==> config.mk <==
export PLATFORM = sky130hd
export DESIGN_NAME = axi_slave_write
export DESIGN_NICKNAME = d
export VERILOG_FILES = /design/src/rtl/axi_pkg.sv /design/src/rtl/axi_burst_addr_gen.sv /design/src/rtl/axi_slave_write.sv
export SDC_FILE = /design/constraint.sdc
export NUM_CORES = 1
export LEC_CHECK = 0
export CORE_ASPECT_RATIO = 1.2
export CORE_UTILIZATION = 41
export DETAILED_ROUTE_END_ITERATION = 7
export PLACE_DENSITY = 0.75
export SLEW_MARGIN = 0
export SYNTH_ARGS = -nofsm -noshare
export SYNTH_HDL_FRONTEND = slang
export SYNTH_SLANG_ARGS = --single-unit
==> constraint.sdc <==
create_clock -name clk -period 2.3 [get_ports clk]
set_input_delay 0.46 -clock clk [delete_from_list [all_inputs] [get_ports clk]]
set_output_delay 0.46 -clock clk [all_outputs]
set_load 0.01 [all_outputs]
==> src/rtl/axi_pkg.sv <==
// rtl/axi_pkg.sv - shared AXI write-slave types: response codes, burst kinds, FSM states
package axi_pkg;

  localparam int AXI_ADDR_W = 32;
  localparam int AXI_DATA_W = 32;
  localparam int AXI_STRB_W = 4;
  localparam int AXI_LEN_W  = 4;
  localparam int SRAM_AW    = 14;

  localparam logic [2:0] SIZE_4B = 3'd2;

  typedef enum logic [1:0] {
    RESP_OKAY   = 2'b00,
    RESP_EXOKAY = 2'b01,
    RESP_SLVERR = 2'b10,
    RESP_DECERR = 2'b11
  } resp_t;

  typedef enum logic [1:0] {
    BURST_FIXED = 2'b00,
    BURST_INCR  = 2'b01,
    BURST_WRAP  = 2'b10,
    BURST_RSVD  = 2'b11
  } burst_t;

  typedef enum logic [1:0] {
    IDLE = 2'd0,
    DATA = 2'd1,
    RESP = 2'd2
  } wr_slv_state_t;

endpackage

==> src/rtl/axi_burst_addr_gen.sv <==
// rtl/axi_burst_addr_gen.sv - next byte address within the 64 KB window for a burst beat
module axi_burst_addr_gen
  import axi_pkg::*;
(
  input  logic [15:0] cur_addr,
  input  burst_t      burst,
  input  logic [2:0]  size,
  output logic [15:0] next_addr
);

  // 16-bit arithmetic makes the word index wrap without touching the window base
  always_comb begin
    next_addr = cur_addr;
    if (burst == BURST_INCR)
      next_addr = cur_addr + (16'd1 << size);
  end

endmodule

==> src/rtl/axi_slave_write.sv <==
// rtl/axi_slave_write.sv - AXI4 write slave into a 16K x 32 SRAM; AXI_SLV_WR_B2B_EN enables AW accept during B
module axi_slave_write
  import axi_pkg::*;
#(
  parameter int          ID_W      = 8,
  parameter logic [31:0] ADDR_BASE = 32'h0001_0000,
  parameter logic [31:0] ADDR_SIZE = 32'h0001_0000
) (
  input  logic                  clk,
  input  logic                  rst,
  input  logic [ID_W-1:0]       AWID_S,
  input  logic [AXI_ADDR_W-1:0] AWADDR_S,
  input  logic [AXI_LEN_W-1:0]  AWLEN_S,
  input  logic [2:0]            AWSIZE_S,
  input  logic [1:0]            AWBURST_S,
  input  logic                  AWVALID_S,
  output logic                  AWREADY_S,
  input  logic [AXI_DATA_W-1:0] WDATA_S,
  input  logic [AXI_STRB_W-1:0] WSTRB_S,
  input  logic                  WLAST_S,
  input  logic                  WVALID_S,
  output logic                  WREADY_S,
  output logic [ID_W-1:0]       BID_S,
  output logic [1:0]            BRESP_S,
  output logic                  BVALID_S,
  input  logic                  BREADY_S,
  output logic                  sram_cs,
  output logic [3:0]            sram_web,
  output logic [SRAM_AW-1:0]    sram_a,
  output logic [AXI_DATA_W-1:0] sram_di
);

  wr_slv_state_t        state, next_state;
  logic [ID_W-1:0]      id_q;
  logic [15:0]          cur_addr, next_addr;
  logic [AXI_LEN_W-1:0] len_q, beat_cnt;
  burst_t               burst_q;
  logic [2:0]           size_q;
  resp_t                aw_err, resp_q, aw_resp;
  logic                 aw_hs, w_hs, last_beat;

  assign aw_hs     = AWVALID_S & AWREADY_S;
  assign w_hs      = WVALID_S & WREADY_S;
  assign last_beat = (beat_cnt == len_q);
  assign BID_S     = id_q;
  assign BRESP_S   = resp_q;

  // unsigned offset compare covers both ends of the decode window
  always_comb begin
    aw_resp = RESP_OKAY;
    if ((AWADDR_S - ADDR_BASE) >= ADDR_SIZE)
      aw_resp = RESP_DECERR;
    else if (AWSIZE_S != SIZE_4B || burst_t'(AWBURST_S) == BURST_WRAP)
      aw_resp = RESP_SLVERR;
  end

  axi_burst_addr_gen u_addr_gen (
    .cur_addr  (cur_addr),
    .burst     (burst_q),
    .size      (size_q),
    .next_addr (next_addr)
  );

  always_comb begin
    next_state = state;
    AWREADY_S  = 1'b0;
    WREADY_S   = 1'b0;
    BVALID_S   = 1'b0;
    case (state)
      IDLE: begin
        AWREADY_S = 1'b1;
        if (AWVALID_S) next_state = DATA;
      end
      DATA: begin
        WREADY_S = 1'b1;
        if (WVALID_S && last_beat) next_state = RESP;
      end
      RESP: begin
        BVALID_S = 1'b1;
`ifdef AXI_SLV_WR_B2B_EN
        AWREADY_S = BREADY_S;
        if (BREADY_S) next_state = AWVALID_S ? DATA : IDLE;
`else
        if (BREADY_S) next_state = IDLE;
`endif
      end
      default: next_state = IDLE;
    endcase
  end

  always_ff @(posedge clk or negedge rst) begin
    if (!rst) begin
      state    <= IDLE;
      id_q     <= '0;
      cur_addr <= '0;
      len_q    <= '0;
      beat_cnt <= '0;
      burst_q  <= BURST_FIXED;
      size_q   <= '0;
      aw_err   <= RESP_OKAY;
      resp_q   <= RESP_OKAY;
      sram_cs  <= 1'b0;
      sram_web <= 4'hF;
      sram_a   <= '0;
      sram_di  <= '0;
    end else begin
      state    <= next_state;
      sram_cs  <= 1'b0;
      sram_web <= 4'hF;
      if (aw_hs) begin
        id_q     <= AWID_S;
        cur_addr <= AWADDR_S[15:0];
        len_q    <= AWLEN_S;
        burst_q  <= burst_t'(AWBURST_S);
        size_q   <= AWSIZE_S;
        beat_cnt <= '0;
        aw_err   <= aw_resp;
        resp_q   <= aw_resp;
      end
      if (w_hs) begin
        // only errors known at AW time suppress the strobe; a WLAST mismatch just flags the response
        if (aw_err == RESP_OKAY) begin
          sram_cs  <= 1'b1;
          sram_web <= ~WSTRB_S;
          sram_a   <= cur_addr[15:2];
          sram_di  <= WDATA_S;
        end
        cur_addr <= next_addr;
        beat_cnt <= beat_cnt + 4'd1;
        if ((WLAST_S != last_beat) && resp_q == RESP_OKAY)
          resp_q <= RESP_SLVERR;
      end
    end
  end

endmodule

# [Word level (Yosys, flattened, before mapping)]
# Index checks and enable logic that the tools add are counted.
[totals] regBits=94 in_bits=91 out_inout_bits=64 elab_cells=63
[op_classes] addsub=3 magnitude_cmp=1 n_eq_ne=11 shifts=1 mux=21 bitwise_logic=3 n_reduce_logical=10
[ops] op="$mux W16" n=3
[ops] op="$ge A32 B17 Y1 const B" n=1
[ops] op="$sub A32 B17 Y32 const B" n=1
[ops] op="$add A16 B16 Y16" n=1
[ops] op="$mux W2" n=8
[ops] op="$mux W4" n=4
[ops] op="$shl A1 B3 Y16 const A" n=1
[ops] op="$logic_not A2 Y1" n=3
[ops] op="$ne A2 B2 Y1 const B" n=3
[ops] op="$pmux W2 S3" n=1
[ops] op="$mux W1" n=5
[ops] op="$add A4 B1 Y4 const B" n=1
[ops] op="$eq A2 B1 Y1 const B" n=2
[ops] op="$eq A2 B2 Y1 const B" n=2
[ops] op="$eq A4 B4 Y1" n=1
[ops] op="$not A4 Y4" n=1
[ops] op="$reduce_and A2 Y1" n=2
[ops] op="$ne A3 B2 Y1 const B" n=1
[ops] op="$reduce_and A3 Y1" n=1
[ops] op="$and A1 B1 Y1" n=2
[ops] op="$logic_and A1 B1 Y1" n=2
[ops] op="$ne A2 B1 Y1 const B" n=1
[ops] op="$reduce_bool A2 Y1" n=1
[ops] op="$logic_or A1 B1 Y1" n=1
[ops] op="$ne A1 B1 Y1" n=1

# [Depth between registers and ports, before layout]
[logic_depth] depth_word=7 mapped_depth=11 ltp_nobuf=10

# [Modules after synthesis]
# From an unflattened synthesis, not the netlist that was laid out.
[hier_totals] hier_cells=490 area_unflattened_um2=4393.0
[by_module_without_submodules] mod="axi_slave_write" n_inst=1 cells_per_inst=406 area_each_um2=3767.4
[by_module_without_submodules] mod="axi_burst_addr_gen" n_inst=1 cells_per_inst=84 area_each_um2=625.6

# [Worst setup path before layout]
# OpenSTA, ideal clock, no wires.
[synth_path] path_kind="register to register" start="register size_q[1]" end="register cur_addr[14]" t_arrival_ns=2.129 slack_ns=0.034 path_stages_with_launch=12 path_buffers=1 synth_period_minus_slack_ns=2.266 cell_sequence="dfrtp_1 clkbuf_1 nor3_1 ha_1 inv_1 fa_1 nor2b_1 o21bai_1 a21bo_2 nor2_1 a41o_1 a21oi_1"
[synth_between] elab_chain_cells=4
[synth_lines] item="start: declaration" line="axi_slave_write.sv:38" source="logic [2:0] size_q;"
[synth_lines] item="start signal: assignment" line="axi_slave_write.sv:99" source="size_q <= '0;"
[synth_lines] item="start signal: assignment" line="axi_slave_write.sv:115" source="size_q <= AWSIZE_S;"
[synth_lines] item="$shl A1 B3 Y16" line="axi_burst_addr_gen.sv:15" source="next_addr = cur_addr + (16'd1 << size);"
[synth_lines] item="$add A16 B16 Y16" line="axi_burst_addr_gen.sv:15"
[synth_lines] item="$mux W16" line="axi_burst_addr_gen.sv:14" source="if (burst == BURST_INCR)"
[synth_lines] item="$mux W16" line="axi_slave_write.sv:120" source="if (w_hs) begin"
[synth_lines] item="end signal: assignment" line="axi_slave_write.sv:112" source="cur_addr <= AWADDR_S[15:0];"
[synth_lines] item="end signal: assignment" line="axi_slave_write.sv:128" source="cur_addr <= next_addr;"
[synth_lines] item="end: declaration" line="axi_slave_write.sv:35" source="logic [15:0] cur_addr, next_addr;"
# Every way passes these cells. The select of a mux whose other input is x is not followed.
# A chain may end at the register's enable or synchronous reset.

# [Worst setup path after layout]
[layout_path] start="register size_q[0]" end="register cur_addr[11]"
# The elaborated chain is that of the path after synthesis.

==> run summary <==
Final layout
- number of nets in the finished design: 758
- Layout fillers: 884
- share of layout cells above drive strength 1: 0.0937
- final std cells w/o fill: 791
- area growth from synthesis to layout: 48.6%
- total inserted antenna cells: 0

Clock tree
- hold buffer count at cts: 0
- TritonCTS Buffers: 9
- number of H-tree levels: 3
- CTS clock-pin slew for the worst setup and hold paths: 70 ps
- clock buffer depth: 2
- later-pin clock latency in the skew report: 340 ps
- CTS tree: done
- CTS Root Buffer Type: sky130_fd_sc_hd__clkbuf_16
- CTS sink cnt: 94

Flow run
- # Max-Cap Violations: 0

Yosys
- most frequent cell after synthesis: sky130_fd_sc_hd__nand2_1
- portion of synthesized cell area occupied by the leading cell type: 0.513
- synthesized net count: 598
- most area-hungry cell type in the Yosys netlist: sky130_fd_sc_hd__dfrtp_1
- number of synthesized flops with an enable pin: 0
- Synth async-reset ratio: 1.00
- count of cell types in the netlist: 56
- Syn Std Cell Area: 0.00439 mm^2
- total of flip-flops plus latches after synthesis: 94
- Avg Synthesized Cell Area: 8.83 um^2
- most numerous cell types in the synthesized netlist: sky130_fd_sc_hd__nand2_1, sky130_fd_sc_hd__dfrtp_1, sky130_fd_sc_hd__nor2_1
- Seq/Total Area, Yosys: 0.537
- top area cells in the synthesized netlist: sky130_fd_sc_hd__dfrtp_1, sky130_fd_sc_hd__nand2_1, sky130_fd_sc_hd__ha_1, sky130_fd_sc_hd__dfstp_2, sky130_fd_sc_hd__a21oi_1
- Cells after Synth: 497
- most used flip-flop cell after synthesis: sky130_fd_sc_hd__dfrtp_1
- count of warnings emitted by yosys: 0

Timing
- crit path setup slack, layout: 4.54 ps
- Setup Total Neg Slack: 0 ps
- Slew Limit Headroom: 0.604
- setup repair after global routing missed its margin: yes
- total count of max-transition violations in the final report: 0
- Final Setup Violations: 0
- Min Clock Period, post-route: 2300 ps
- worst clock skew on the final layout: 7.91 ps
- actual slew at the worst max-slew pin: 579 ps
- final worst hold slack: 71.6 ps
- maximum clock frequency: 0.436 GHz
- final worst-path cycle share: 0.998
- Final Hold Violating Endpoints: 0

Global routing
- overall global routing resource usage: 0.206
- wire length of the first global-routing pass: 17,500 um
- pin count of the biggest net entering global routing: 48
- antenna violations before repair: 0
- residual overflow from global routing: 0
- via count of the first global-routing pass: 3,803

Power
- P per Cell Area: 1210 mW/mm^2
- leakage power figure: 3.06 nW
- Peak supply drop: 0.000584 V
- overall power consumption: 7.90 mW

Critical path
- crit path capture type: flop
- Req. time, crit path: 2520 ps
- top fanout value on the critical path: 7
- worst reg2reg path endpoint: cur_addr[11]$_DFFE_PN0P_
- Worst Setup Start Kind: flop
- WS Path Type: flop to flop
- reg-to-reg slack, setup: 5 ps
- reg2reg path depth: 8
- Reg-to-Reg Start: size_q[0]$_DFFE_PN0P_
- data arrival at the endpoint of the critical path: 2520 ps

Floorplan
- I/O Pins: 155
- die area: 0.0111 mm^2
- die extent in x: 96.5 um
- number of placement rows: 41
- core area: 0.0105 mm^2
- Die Span Y: 115 um
- initial standard-cell utilization of the core: 0.419

Placement
- number of buffer cells added on primary ports: 154
- pre-CTS WS: -57.9 ps
- post-DP HPWL: 8110 um
- placed cell count: 772
- GP Congestion: 0.841

Route
- per-cell routed wire length: 14.3 um
- DRC violation count after routing: 0
- router iterations before antenna repair: 4
- vias: 3,956
- remaining antenna violation count: 0
- First DRT Iteration DRCs: 228
- wirelength, routed: 11,300 um
- via count normalized by instance count: 5.00

Min path
- worst min-delay path class: primary input to async pin

Outcome
- result of the run: complete, no violations

[registers in the layout, summed over array words and instances, names as in the netlist]
name and count:
size_q 3, aw_err 2, len_q 4, beat_cnt 4
sram_a 14, burst_q 2, cur_addr 16, sram_di 32
state 2, BRESP_S 2, sram_cs 1, sram_web 4
BID_S 8
[worst max-delay path by stage]
stage                                          end  slack, ps  cells after the start                   from
final                     cur_addr[11]$_DFFE_PN0P_          5                      8  size_q[0]$_DFFE_PN0P_
after global routing       cur_addr[9]$_DFFE_PN0P_        -90                     11  size_q[1]$_DFFE_PN0P_
after CTS                 cur_addr[11]$_DFFE_PN0P_         10                     10  size_q[1]$_DFFE_PN0P_
after detailed placement  cur_addr[10]$_DFFE_PN0P_        -60                     10  size_q[2]$_DFFE_PN0P_
after global placement    cur_addr[14]$_DFFE_PN0P_         40                     10  size_q[2]$_DFFE_PN0P_
after floorplan           cur_addr[14]$_DFFE_PN0P_         30                     11  size_q[1]$_DFFE_PN0P_
[final cells by class]
type                    instances  area [um^2]  share of cell area
clock buffers                  11          243              0.0372
multi-input cells             371         1950               0.298
clock inverters                 5         58.8             0.00901
inverters                       8         30.0             0.00460
well taps                     129          161              0.0247
flip-flops and latches         94         2360               0.362
repair buffers                173         1730               0.265
[repair_timing]
| action | CTS | global route |
|---|---|---|
| setup endpoints to repair | 5 | 11 |
| pin swaps | 1 | 12 |
| resized for setup | 6 | 20 |
| buffers inserted | 1 | 2 |
[through the flow]
stage          instance area (um^2)  utilization
6_report                       6520        0.623
3_5_place_dp                   6100        0.583
4_1_cts                        6430        0.615
5_1_grt                        6520        0.623
2_1_floorplan                  4390            -
3_3_place_gp                   6100        0.583
[power by group]
group	switching (mW)	internal (mW)
combinational	1.73	1.85
sequential	0.499	2.33
clock	0.615	0.872
total	2.85	5.06
[critical path: stages (launching register included)]
cell,delay (ps)
sky130_fd_sc_hd__dfrtp_1,420
sky130_fd_sc_hd__buf_6,150
sky130_fd_sc_hd__nor3b_2,200
sky130_fd_sc_hd__ha_2,340
sky130_fd_sc_hd__a21oi_4,170
sky130_fd_sc_hd__nand2_2,100
sky130_fd_sc_hd__o31ai_4,400
sky130_fd_sc_hd__nor2_1,110
sky130_fd_sc_hd__o311a_1,290
[routing by layer]
layer  vias up  part of all wire  track usage  wire length, um
met2       168              0.50        0.358             5600
met4         0             0.010       0.0598              116
met1      1831              0.41        0.244             4610
met3         9             0.086       0.0615              977
met5         -                 0            0                0
li1       1948                 -            -                -
[cell families after synthesis]
family | count (synthesis) | share of synthesized area
XOR/XNOR | 10 | 0.0200
buffers and inverters | 32 | 0.0396
adder cells (fa/ha/maj) | 10 | 0.0302
AO/OA/AOI/OAI | 62 | 0.0932
multiplexers | 2 | 0.00456
AND/OR/NAND/NOR | 287 | 0.275
flip-flops | 94 | 0.537
[layout by cell type, fill, tap and decap left out, types with 3 or more instances in the layout]
cell type and instances:
sky130_fd_sc_hd__a21oi_1 18, sky130_fd_sc_hd__and3_1 4, sky130_fd_sc_hd__buf_12 3, sky130_fd_sc_hd__buf_4 15, sky130_fd_sc_hd__clkbuf_16 9, sky130_fd_sc_hd__clkdlybuf4s50_1 153, sky130_fd_sc_hd__dfrtp_1 89, sky130_fd_sc_hd__dfstp_2 4
sky130_fd_sc_hd__ha_1 6, sky130_fd_sc_hd__inv_1 7, sky130_fd_sc_hd__nand2_1 219, sky130_fd_sc_hd__nand2b_1 3, sky130_fd_sc_hd__nand3_1 10, sky130_fd_sc_hd__nand4_1 3, sky130_fd_sc_hd__nor2_1 20, sky130_fd_sc_hd__nor2b_1 3
sky130_fd_sc_hd__nor3_1 4, sky130_fd_sc_hd__nor4_1 4, sky130_fd_sc_hd__o21ai_0 10, sky130_fd_sc_hd__o21ai_1 5, sky130_fd_sc_hd__xnor2_1 4, sky130_fd_sc_hd__xor2_1 6
Power figures use the tool's default switching activity.
